### config.mk
export PLATFORM = sky130hd
export DESIGN_NAME = time_set_ctrl
export DESIGN_NICKNAME = d
export VERILOG_FILES = /design/src/rtl/time_ctrl_pkg.sv /design/src/rtl/time_set_ctrl_btn_press.sv /design/src/rtl/time_set_ctrl.sv
export SDC_FILE = /design/constraint.sdc
export NUM_CORES = 1
export LEC_CHECK = 0
export CAP_MARGIN = 10
export CORE_UTILIZATION = 45
export DETAILED_ROUTE_END_ITERATION = 10
export GPL_TIMING_DRIVEN = 0
export PLACE_DENSITY = 0.79
export SETUP_SLACK_MARGIN = 0.02
export SLEW_MARGIN = 10
export SYNTH_ARGS = -nofsm -noshare
export SYNTH_HDL_FRONTEND = slang
export SYNTH_SLANG_ARGS = --single-unit
### constraint.sdc
create_clock -name clk -period 2 [get_ports clk]
set_input_delay 0.4 -clock clk [delete_from_list [all_inputs] [get_ports clk]]
set_output_delay 0.4 -clock clk [all_outputs]
set_load 0.01 [all_outputs]
### src/rtl/time_ctrl_pkg.sv
// Shared types, field geometry and pack/unpack helpers for the time-setting controller.
package time_ctrl_pkg;

  typedef enum logic [1:0] {
    ST_RUN,
    ST_SET_HR,
    ST_SET_MIN,
    ST_COMMIT
  } state_t;

  localparam int HR_W    = 5;
  localparam int MIN_W   = 6;
  localparam int SEC_W   = 6;
  localparam int TIME_W  = HR_W + MIN_W + SEC_W;
  localparam int HR_LSB  = 12;
  localparam int MIN_LSB = 6;

  localparam logic [HR_W-1:0]  HR_MAX  = 5'd23;
  localparam logic [MIN_W-1:0] MIN_MAX = 6'd59;

  function automatic logic [TIME_W-1:0] pack_time(input logic [HR_W-1:0]  hr,
                                                  input logic [MIN_W-1:0] mn,
                                                  input logic [SEC_W-1:0] sec);
    return {hr, mn, sec};
  endfunction

  function automatic logic [HR_W-1:0] get_hr(input logic [TIME_W-1:0] t);
    return t[HR_LSB +: HR_W];
  endfunction

  function automatic logic [MIN_W-1:0] get_min(input logic [TIME_W-1:0] t);
    return t[MIN_LSB +: MIN_W];
  endfunction

endpackage

### src/rtl/time_set_ctrl_btn_press.sv
// Per-button rising-edge detector. With TIME_SET_AUTOREPEAT_EN defined and
// REPEAT_EN set, a held button also emits synthetic presses after REPEAT_DLY
// held cycles and every REPEAT_PER cycles thereafter.
module btn_press
`ifdef TIME_SET_AUTOREPEAT_EN
#(
  parameter bit          REPEAT_EN  = 1'b0,
  parameter int unsigned REPEAT_DLY = 50_000_000,
  parameter int unsigned REPEAT_PER = 10_000_000
)
`endif
(
  input  logic clk,
  input  logic rst,
  input  logic i_btn,
`ifdef TIME_SET_AUTOREPEAT_EN
  input  logic i_hold_en,
  input  logic i_hold_clr,
`endif
  output logic o_press
);

  logic r_btn_q;
  logic w_edge;

  // Registered copy of the button level for edge detection.
  always_ff @(posedge clk) begin
    if (rst) r_btn_q <= 1'b0;
    else     r_btn_q <= i_btn;
  end

  assign w_edge = i_btn & ~r_btn_q;

`ifdef TIME_SET_AUTOREPEAT_EN
  if (REPEAT_EN) begin : g_rep
    localparam int unsigned MAXC = (REPEAT_DLY > REPEAT_PER) ? REPEAT_DLY : REPEAT_PER;
    localparam int unsigned CW   = $clog2(MAXC + 1);

    logic [CW-1:0] r_cnt;
    logic          r_rep;
    logic          w_fire;

    // r_cnt holds the number of earlier held cycles in the current phase, so a
    // match on DLY-1 / PER-1 fires on the DLY-th / PER-th held cycle.
    always_comb begin
      w_fire = 1'b0;
      if (i_btn && i_hold_en)
        w_fire = r_rep ? (r_cnt == CW'(REPEAT_PER - 1)) : (r_cnt == CW'(REPEAT_DLY - 1));
    end

    // Repeat counter: runs while held in an edit state, restarts on release or state change.
    always_ff @(posedge clk) begin
      if (rst || !i_btn || !i_hold_en || i_hold_clr) begin
        r_cnt <= '0;
        r_rep <= 1'b0;
      end else if (w_fire) begin
        r_cnt <= '0;
        r_rep <= 1'b1;
      end else begin
        r_cnt <= r_cnt + CW'(1);
      end
    end

    assign o_press = w_edge | w_fire;
  end else begin : g_norep
    assign o_press = w_edge;
  end
`else
  assign o_press = w_edge;
`endif

endmodule

### src/rtl/time_set_ctrl.sv
// Button-driven time-setting controller: RUN -> SET_HR -> SET_MIN -> COMMIT.
// Optional auto-repeat on btn_inc is built when TIME_SET_AUTOREPEAT_EN is defined.
module time_set_ctrl
  import time_ctrl_pkg::*;
#(
  parameter int unsigned TIMEOUT_S  = 10,
  parameter int unsigned REPEAT_DLY = 50_000_000,
  parameter int unsigned REPEAT_PER = 10_000_000
) (
  input  logic        clk,
  input  logic        rst,
  input  logic        tick_1hz,
  input  logic        btn_mode,
  input  logic        btn_inc,
  input  logic [16:0] cur_time,
  output logic        time_ow,
  output logic [16:0] time_in,
  output logic        edit_hr,
  output logic        edit_min,
  output logic        blink
);

  state_t             r_state, w_next;
  logic [HR_W-1:0]    r_hr, w_hr, w_cap_hr;
  logic [MIN_W-1:0]   r_min, w_min, w_cap_min;
  logic [5:0]         r_idle, w_idle;
  logic               r_blink, w_blink;
  logic               r_ow, w_ow;
  logic [TIME_W-1:0]  r_tin, w_tin;
  logic               w_mode_p, w_inc_p;
  logic               w_edit, w_next_edit, w_timeout;

  btn_press u_mode (
    .clk        (clk),
    .rst        (rst),
    .i_btn      (btn_mode),
`ifdef TIME_SET_AUTOREPEAT_EN
    .i_hold_en  (1'b0),
    .i_hold_clr (1'b0),
`endif
    .o_press    (w_mode_p)
  );

`ifdef TIME_SET_AUTOREPEAT_EN
  btn_press #(
    .REPEAT_EN  (1'b1),
    .REPEAT_DLY (REPEAT_DLY),
    .REPEAT_PER (REPEAT_PER)
  ) u_inc (
    .clk        (clk),
    .rst        (rst),
    .i_btn      (btn_inc),
    .i_hold_en  (w_edit),
    .i_hold_clr (w_next != r_state),
    .o_press    (w_inc_p)
  );
`else
  btn_press u_inc (
    .clk     (clk),
    .rst     (rst),
    .i_btn   (btn_inc),
    .o_press (w_inc_p)
  );
`endif

  assign w_edit      = (r_state == ST_SET_HR) || (r_state == ST_SET_MIN);
  assign w_next_edit = (w_next == ST_SET_HR) || (w_next == ST_SET_MIN);
  assign w_timeout   = tick_1hz && (r_idle == 6'(TIMEOUT_S - 1));
  assign w_cap_hr    = get_hr(cur_time);
  assign w_cap_min   = get_min(cur_time);

  // Next-state, edit registers, idle counter, blink and commit strobe.
  always_comb begin
    w_next  = r_state;
    w_hr    = r_hr;
    w_min   = r_min;
    w_ow    = 1'b0;
    w_tin   = r_tin;
    w_idle  = r_idle;
    w_blink = r_blink;

    // Mode outranks inc; any press outranks a same-cycle timeout tick.
    unique case (r_state)
      ST_RUN: begin
        if (w_mode_p) begin
          w_hr   = (w_cap_hr  > HR_MAX)  ? '0 : w_cap_hr;
          w_min  = (w_cap_min > MIN_MAX) ? '0 : w_cap_min;
          w_next = ST_SET_HR;
        end
      end
      ST_SET_HR: begin
        if (w_mode_p)     w_next = ST_SET_MIN;
        else if (w_inc_p) w_hr   = (r_hr == HR_MAX) ? '0 : r_hr + 5'd1;
        else if (w_timeout) w_next = ST_RUN;
      end
      ST_SET_MIN: begin
        if (w_mode_p) begin
          w_next = ST_COMMIT;
          w_ow   = 1'b1;
          w_tin  = pack_time(r_hr, r_min, '0);
        end
        else if (w_inc_p)   w_min  = (r_min == MIN_MAX) ? '0 : r_min + 6'd1;
        else if (w_timeout) w_next = ST_RUN;
      end
      ST_COMMIT: w_next = ST_RUN;
      default:   w_next = ST_RUN;
    endcase

    if (w_mode_p || w_inc_p)   w_idle = '0;
    else if (w_edit && tick_1hz) w_idle = r_idle + 6'd1;

    if ((w_next != r_state) || !w_next_edit) w_blink = 1'b0;
    else if (tick_1hz)                       w_blink = ~r_blink;
  end

  // State and datapath registers.
  always_ff @(posedge clk) begin
    if (rst) begin
      r_state <= ST_RUN;
      r_hr    <= '0;
      r_min   <= '0;
      r_idle  <= '0;
      r_blink <= 1'b0;
      r_ow    <= 1'b0;
      r_tin   <= '0;
    end else begin
      r_state <= w_next;
      r_hr    <= w_hr;
      r_min   <= w_min;
      r_idle  <= w_idle;
      r_blink <= w_blink;
      r_ow    <= w_ow;
      r_tin   <= w_tin;
    end
  end

  assign time_ow  = r_ow;
  assign time_in  = r_tin;
  assign edit_hr  = (r_state == ST_SET_HR);
  assign edit_min = (r_state == ST_SET_MIN);
  assign blink    = r_blink;

endmodule

==> Yosys cells after proc, flatten, opt, wreduce, memory -nomap -nowiden <==
Index checks and enable logic that the tools add are counted.
{ "op_classes": {"mux": 19, "magnitude_cmp": 2, "n_shift": 0, "mul": 0, "div_mod_pow": 0, "n_reduce_logical": 16, "bitwise": 6, "addsub": 3, "n_eq_ne": 14} }
{ "op_table": {"columns": ["operator", "count"], "rows": [
  ["$mux 6", 5],
  ["$mux 5", 5],
  ["$add 6x1->6 const B", 2],
  ["$pmux 6 s2", 1],
  ["$mux 2", 5],
  ["$pmux 5 s2", 1],
  ["$pmux 2 s4", 1],
  ["$reduce_and 4->1", 2],
  ["$eq 2x2->1 const B", 3],
  ["$eq 6x4->1 const B", 1],
  ["$eq 6x6->1 const B", 1],
  ["$gt 6x6->1 const B", 1],
  ["$ne 2x2->1 const B", 3],
  ["$reduce_or 2->1", 3],
  ["$add 5x1->5 const B", 1],
  ["$eq 5x5->1 const B", 1],
  ["$gt 5x5->1 const B", 1],
  ["$eq 2x1->1 const B", 2],
  ["$logic_or 1x1->1", 4],
  ["$ne 2x1->1 const B", 2],
  ["$not 1->1", 4],
  ["$reduce_bool 2->1", 2],
  ["$and 1x1->1", 2],
  ["$logic_and 1x1->1", 2],
  ["other kinds (5)", 5]
]} }
{ "totals": {"romBits": 0, "register_bits": 34, "in_bits": 22, "latch_bits": 0, "ramBits": 0, "n_memories": 0, "out_inout_bits": 21} }

==> Longest topological paths before layout <==
Gate-level depths: netlist of the first run.
{ "logic_depth": {"word_depth": 11, "ltp_mapped": 7} }

==> By module <==
A second synthesis of the first run with hierarchy kept.
{ "hier_totals": {"hier_cells": 221, "area_unflattened_um2": 1854.3} }
{ "by_module_without_submodules": {"columns": ["module", "cells_per_inst", "n_inst", "area_per_inst_um2", "seq_area_each_um2"], "rows": [
  ["time_set_ctrl", 215, 1, 1759.2, 640.6],
  ["btn_press", 3, 2, 47.5, 20.0]
]} }

==> Least setup slack after synthesis of the first run <==
OpenSTA, ideal clock, no wires.
{ "synth_timing": {"path_kind": "flip-flop to flip-flop", "startpoint": "reg r_state[0]", "endpoint": "reg r_min[5]", "slack_ps": 366, "setup_ps": 88, "path_buffers": 1, "arrival_ps": 1546, "required_ps": 1912, "path_stages_with_launch": 8, "path_cell_list": "dfxtp_1 inv_1 ha_1 nand4bb_1 o31ai_4 buf_4 nor2_1 a311oi_2"} }
{ "synth_via": {"elab_chain_cells": 3, "elab_cells_between_ends": 8, "classes_between": "eq/ne (4); mux (1); reduce/logical (3)"} }
{ "synth_rtl": {"columns": ["element", "line", "rtl"], "rows": [
  ["from (decl)", "time_set_ctrl.sv:23", "state_t r_state, w_next;"],
  ["from (signal assigned)", "time_set_ctrl.sv:127", "r_state <= w_next;"],
  ["$eq 2x2->1 (*)", null, null],
  ["net edit_min", "time_set_ctrl.sv:19", "output logic edit_min,"],
  ["$ne 2x1->1 (no line), or another cell as far along", null, null],
  ["$reduce_and 4->1 (no line)", null, null],
  ["to (signal assigned)", "time_set_ctrl.sv:129", "r_min <= w_min;"],
  ["to (decl)", "time_set_ctrl.sv:25", "logic [MIN_W-1:0] r_min, w_min, w_cap_min;"]
]} }
The timed path passes the listed nets; every way through them passes the cells marked *.
A chain may end at the register's enable or synchronous reset.

==> Final worst setup path of the first run <==
{ "layout_timing": {"startpoint": "reg r_state[1]", "endpoint": "out edit_hr"} }
{ "layout_via": {"elab_chain_cells": 1} }
{ "layout_rtl": {"columns": ["element", "line", "rtl"], "rows": [
  ["$eq 2x1->1", "time_set_ctrl.sv:139", "assign edit_hr = (r_state == ST_SET_HR);"],
  ["to (decl)", "time_set_ctrl.sv:18", "output logic edit_hr,"]
]} }
Every way passes these cells.

==> impl_metrics.yaml, run 1 <==
outcome:
  status: "finished, final reports clean"
worst_hold_path:
  min_path_type: "in2reg"
  min_path_cells: 2
worst_setup_path:
  reg2reg_depth: 6
  crit_type: "reg2out"
  critPathArrivalTime_ns: 1.57
  critPathRequiredTime_ns: 1.60
  cp_max_fo: 5
  startpoint_type: "flop"
  end_kind: "output port"
power:
  power_mw: 1.87
  power.density_mw_per_mm2: 793
  p_leak_nw: 0.926
  peakVddDrop_uv: 674
sta:
  rsz0062_at_grt: "true"
  fmax_mhz: 507
  period_share_pct: 98.5
  skew_ns: 0.00889
  finalWorstSetupSlack_ns: 0.0294
  relSlewSlack_pct: 64.8
  setup_viol: 0
  slew_viol_final: 0
  tightest_slew_ns: 0.527
  finalSetupTns_ns: 0
  hold_violations: 0
  period_minus_slack_ns: 1.97
route:
  viasPerCell: 5.28
  routedWlPerCell_microns: 12.7
  antenna_left: 0
  vias: 1553
  drtPass1Iterations: 4
  routed_wl_microns: 3740
  drc: 0
  dr.first_iter.drc_count: 76
global_route:
  antenna_found_initial: 0
  grt_pass1_wl_microns: 6240
  grt_max_degree: 13
  grt_pass1_vias: 1448
  grtUsageTotal_pct: 18.9
  grt.overflow.total: 0
clock_network:
  cts_buffers: 5
  cts_setup_buffers: 0
  cts_sinks: 34
  cts_tree: "built"
  cts_buffer_depth: 2
  clkTransAtPathRegs_ns: 0.08
  postCtsHoldBufs: 0
  clk_latency_ns: 0.30
  h-tree-depth: 2
  root_buffer: "clkbuf_8"
logic_synthesis:
  yosysTopAreaCell: "dfxtp_1"
  avgSynthCellArea_sq_um: 8.99
  synth.area.top_cells: "dfxtp_1 (37%), ha_1 (5.5%), nor2_1 (5.1%)"
  netlist_area_sq_mm: 0.00183
  yosysUniqueCellTypes: 51
  netlist_instances: 204
  synth-edff-count: 0
  ys_ff_latch: 34
  synth_top_area_share_pct: 37.1
  yosysSeqAreaShare_pct: 37.1
  yosysWarnings: 0
  synthFlopType: "dfxtp_1"
  synthArstFlopShare_pct: 0
place:
  hpwlAfterDp_microns: 2650
  pre_cts_slack_ns: -0.0936
  portBuffers: 29
  gp_congestion: 0.849
finish:
  diodes: 0
  syn_to_final_growth_pct: 28.4
  drive_above_1_share_pct: 11.8
  finalNetCount: 275
floorplanning:
  die_y_microns: 65.8
  die_w_microns: 65.8
  initial_utilization_pct: 48.6
  die_area_sq_mm: 0.00434
  core.rowCount: 22
  coreArea_sq_mm: 0.00377
  io-pin-count: 43
flow_run:
  timing.max_cap.violations: 0
[registers in the layout, indices dropped and copies added, names as in the netlist]
name,cells
u_inc.r_btn_q,1
r_min,6
time_in,11
u_mode.r_btn_q,1
r_idle,6
r_hr,5
blink,1
r_state,2
time_ow,1
[worst paths after layout]
check                                start  slack (ns)                        to
setup reg to reg     r_state[0]$_SDFF_PP0_        0.16      r_hr[3]$_SDFFE_PP0P_
setup / recovery     r_state[1]$_SDFF_PP0_        0.03                   edit_hr
hold reg to reg   time_in[13]$_SDFFE_PP0P_        0.48  time_in[13]$_SDFFE_PP0P_
hold / removal                         rst        0.47  u_inc.r_btn_q$_SDFF_PP0_
[power breakdown]
group | switching (mW) | internal (mW)
registers | 0.0468 | 0.714
clock network | 0.275 | 0.499
logic | 0.173 | 0.161
total | 0.494 | 1.37
[layer usage]
metal / GRT usage [%] / vias up / share of wire [%]
met5: 0 / - / 0
met4: 7.88 / 0 / 1.1
met3: 5.86 / 6 / 5.0
met2: 29.8 / 37 / 46
met1: 23.5 / 710 / 48
li1: - / 800 / -
[cell families after synthesis]
group / count (synthesis) / synth area share [%]
AO/OA/AOI/OAI: 43 / 20.0
other: 1 / 0.204
XOR/XNOR: 6 / 2.86
adder cells (fa/ha/maj): 8 / 5.46
flip-flops: 34 / 37.1
buffers and inverters: 22 / 6.48
multiplexers: 10 / 5.53
AND/OR/NAND/NOR: 80 / 22.4
[critical path, stage by stage, from the launching register on]
cell	delay [ns]
dfxtp_1	0.35
inv_1	0.13
ha_2	0.24
clkdlybuf4s50_1	0.55
[per-stage QoR]
step / std cells / util [%] / hold WS, ns / area [sq um]
2_1_floorplan: 209 / - / 0.473 / 1850
3_3_place_gp: 286 / 58.4 / 0.461 / 2200
3_5_place_dp: 286 / 58.4 / 0.465 / 2200
4_1_cts: 294 / 62.1 / 0.476 / 2340
5_1_grt: 294 / 62.5 / 0.496 / 2360
6_report: 294 / 62.5 / 0.469 / 2360
[synth_stat cells, types with 2 or more instances]
master    instances
a22oi_1           2
a311oi_2          2
nand2b_1          6
nor3b_1           2
nand4_1           2
inv_1             7
dfxtp_1          34
nor3_1            2
nand2_1          18
o21ai_0           3
and3_1            2
nor2_1           25
buf_2             2
o211ai_1          2
or3_1             2
a211oi_1          7
a31o_1            3
xor2_1            4
nand3_1           6
ha_1              8
o32ai_1           2
nor2b_1           4
and2_1            3
buf_4             7
a21oi_1           8
clkbuf_1          4
a32oi_1           3
nand3b_1          2
mux2i_1           9
xnor2_1           2
[cells in the final DEF (no fill, tap or decap), drive strengths merged, types with 4 or more instances in the layout]
cell type / netlist / layout
xor2: 4 / 4
nor2: 25 / 25
o21ai: 4 / 4
clkbuf: 4 / 9
nor2b: 5 / 5
mux2i: 9 / 9
nand2: 18 / 18
nand2b: 6 / 6
a21oi: 9 / 9
buf: 11 / 11
conb: 1 / 6
a211oi: 7 / 7
nand3: 7 / 7
dfxtp: 34 / 34
inv: 7 / 7
ha: 8 / 8
clkdlybuf4s50: 0 / 29
[layout make-up]
cell class,count,area [sq um]
multi-input combinational,153,1070
fill,316,1420
buffer,15,92.6
clock buffer,5,68.8
sequential,34,681
inverter,7,26.3
clock inverter,3,68.8
tap,48,60.1
timing repair buffer,29,290
[repair_timing]
action / in CTS / in global routing
endpoints found under the setup margin: 2 / 2
resized for setup: 1 / 2
endpoints found under the hold margin: 0 / 0
Power figures use the tool's default switching activity.
==> run 2: changes to the inputs <==
--- a/config.mk
+++ b/config.mk
@@ -8,7 +8,6 @@
 export CAP_MARGIN = 10
 export CORE_UTILIZATION = 45
 export DETAILED_ROUTE_END_ITERATION = 10
-export GPL_TIMING_DRIVEN = 0
 export PLACE_DENSITY = 0.79
 export SETUP_SLACK_MARGIN = 0.02
 export SLEW_MARGIN = 10
==> impl_metrics.yaml, run 2 (synthesized netlist as in run 1, its figures left out) <==
worst_setup_path:
  crit_type: "reg2out"
  cp_max_fo: 4
  critPathArrivalTime_ns: 1.55
  startpoint_type: "flop"
  critPathRequiredTime_ns: 1.60
  end_kind: "output port"
clock_network:
  cts_setup_buffers: 0
  clk_latency_ns: 0.29
  postCtsHoldBufs: 0
  cts_tree: "built"
  cts_buffer_depth: 2
  clkTransAtPathRegs_ns: 0.07
  cts_sinks: 34
  h-tree-depth: 2
  root_buffer: "clkbuf_8"
  cts_buffers: 5
floorplanning:
  die_area_sq_mm: 0.00434
  die_w_microns: 65.8
  initial_utilization_pct: 48.6
  die_y_microns: 65.8
  coreArea_sq_mm: 0.00377
  core.rowCount: 22
  io-pin-count: 43
route:
  routedWlPerCell_microns: 12.7
  routed_wl_microns: 3720
  drtPass1Iterations: 4
  route.met2.wl_microns: 1860
  drc: 0
  viasPerCell: 5.33
  wl_met3_microns: 137
  vias: 1557
  top_layer: "met4"
  wl_met1_microns: 1710
  antenna_left: 0
  dr.first_iter.drc_count: 97
power:
  switchingPower_mw: 0.481
  clkPwrFrac_pct: 36.2
  p_leak_nw: 0.923
  power.density_mw_per_mm2: 742
  peakVddDrop_uv: 503
  power.internal_mw: 1.25
  p_comb_share_pct: 19.8
  pwr-share-seq_pct: 44.0
  netSwitchingFraction_pct: 27.8
place:
  portBuffers: 30
  gp_congestion: 0.855
  pre_cts_slack_ns: 0.0429
  placedInstanceArea_sq_mm: 0.00221
  placed_cells: 284
  hpwlAfterDp_microns: 2720
sta:
  finalWorstSetupSlack_ns: 0.0464
  skew_ns: 0.00755
  period_minus_slack_ns: 1.95
  slew_viol_final: 0
  finalSetupTns_ns: 0
  period_share_pct: 97.7
  hold_violations: 0
  setup_viol: 0
  fmax_mhz: 512
  rsz0062_at_grt: "true"
global_route:
  grtUsageTotal_pct: 19.9
  grt_max_degree: 18
  antenna_found_initial: 0
  grt.overflow.total: 0
  grt_pass1_vias: 1559
  grt_pass1_wl_microns: 6590
finish:
  mostFrequentLayoutCells: "dfxtp_1 (34), clkdlybuf4s50_1 (30), nor2_1 (25), nand2_1 (18), buf_4 (12)"
  diodes: 0
  syn_to_final_growth_pct: 27.1
  largest_register_ffs: 11
  stdcell_count: 292
  nFillCells: 319
  layout_commonest_cell: "dfxtp_1"
  utilization_pct: 61.8
  drive_above_1_share_pct: 12.3
  finalNetCount: 273
  postLayoutCellArea_sq_mm: 0.00233
flow_run:
  timing.max_cap.violations: 0
worst_hold_path:
  min_path_type: "reg2reg"
outcome:
  status: "finished, final reports clean"
run 2: changes by cell type in the layout (fill, tap and decap cells not counted), moves of 2 or more:
cell      before  now
clkinv_2       0    2
clkbuf_1       4    0
buf_2          2    0
buf_4          7   12
run 2: metrics by stage:
step | hold WS (ns) | total power, mW
after floorplan | 0.473 | 1.00
after global placement | 0.450 | 1.10
after detailed placement | 0.449 | 1.11
after CTS | 0.459 | 1.75
after global routing | 0.482 | 1.82
final | 0.459 | 1.73
run 2: metal layers:
| layer | global-route usage (%) | up-vias |
|---|---|---|
| met5 | 0 | - |
| met4 | 7.07 | 0 |
| met3 | 6.03 | 2 |
| met2 | 34.2 | 31 |
| met1 | 23.2 | 731 |
| li1 | - | 793 |
run 2: final timing paths:
| kind | depth (start not counted) | startpoint | end | slack (ns) |
|---|---|---|---|---|
| worst max-delay path | 3 | r_state[1]$_SDFF_PP0_ | edit_hr | 0.05 |
| worst min-delay path | 2 | time_in[13]$_SDFFE_PP0P_ | time_in[13]$_SDFFE_PP0P_ | 0.46 |
| worst max register to register | 6 | r_state[0]$_SDFF_PP0_ | r_hr[3]$_SDFFE_PP0P_ | 0.19 |
| worst min register to register | 2 | time_in[13]$_SDFFE_PP0P_ | time_in[13]$_SDFFE_PP0P_ | 0.46 |
run 2: layout make-up:
cell class	count	area [sq um]	area share [%]
Multi-Input combinational cell	153	1070	45.7
Tap cell	48	60.1	2.58
Clock inverter	3	40.0	1.72
Clock buffer	5	68.8	2.95
Sequential cell	34	681	29.2
Inverter	7	26.3	1.13
Timing Repair Buffer	42	390	16.7
run 2: power groups by stage:
stage	clock network, mW	registers, mW	logic [mW]
after floorplan	0	0.766	0.235
after global placement	0	0.774	0.330
after detailed placement	0	0.775	0.337
after CTS	0.640	0.761	0.345
after global routing	0.671	0.769	0.381
final	0.627	0.762	0.343
run 2: critical path, cell delays in order (launching register included):
cell and delay (ns):
dfxtp_1 0.35, inv_1 0.13, ha_1 0.23, clkdlybuf4s50_1 0.55
run 2: what timing repair did:
action                     CTS  global route
gates resized for setup      2             0
setup endpoints to repair    1             2
hold endpoints to repair     0             0
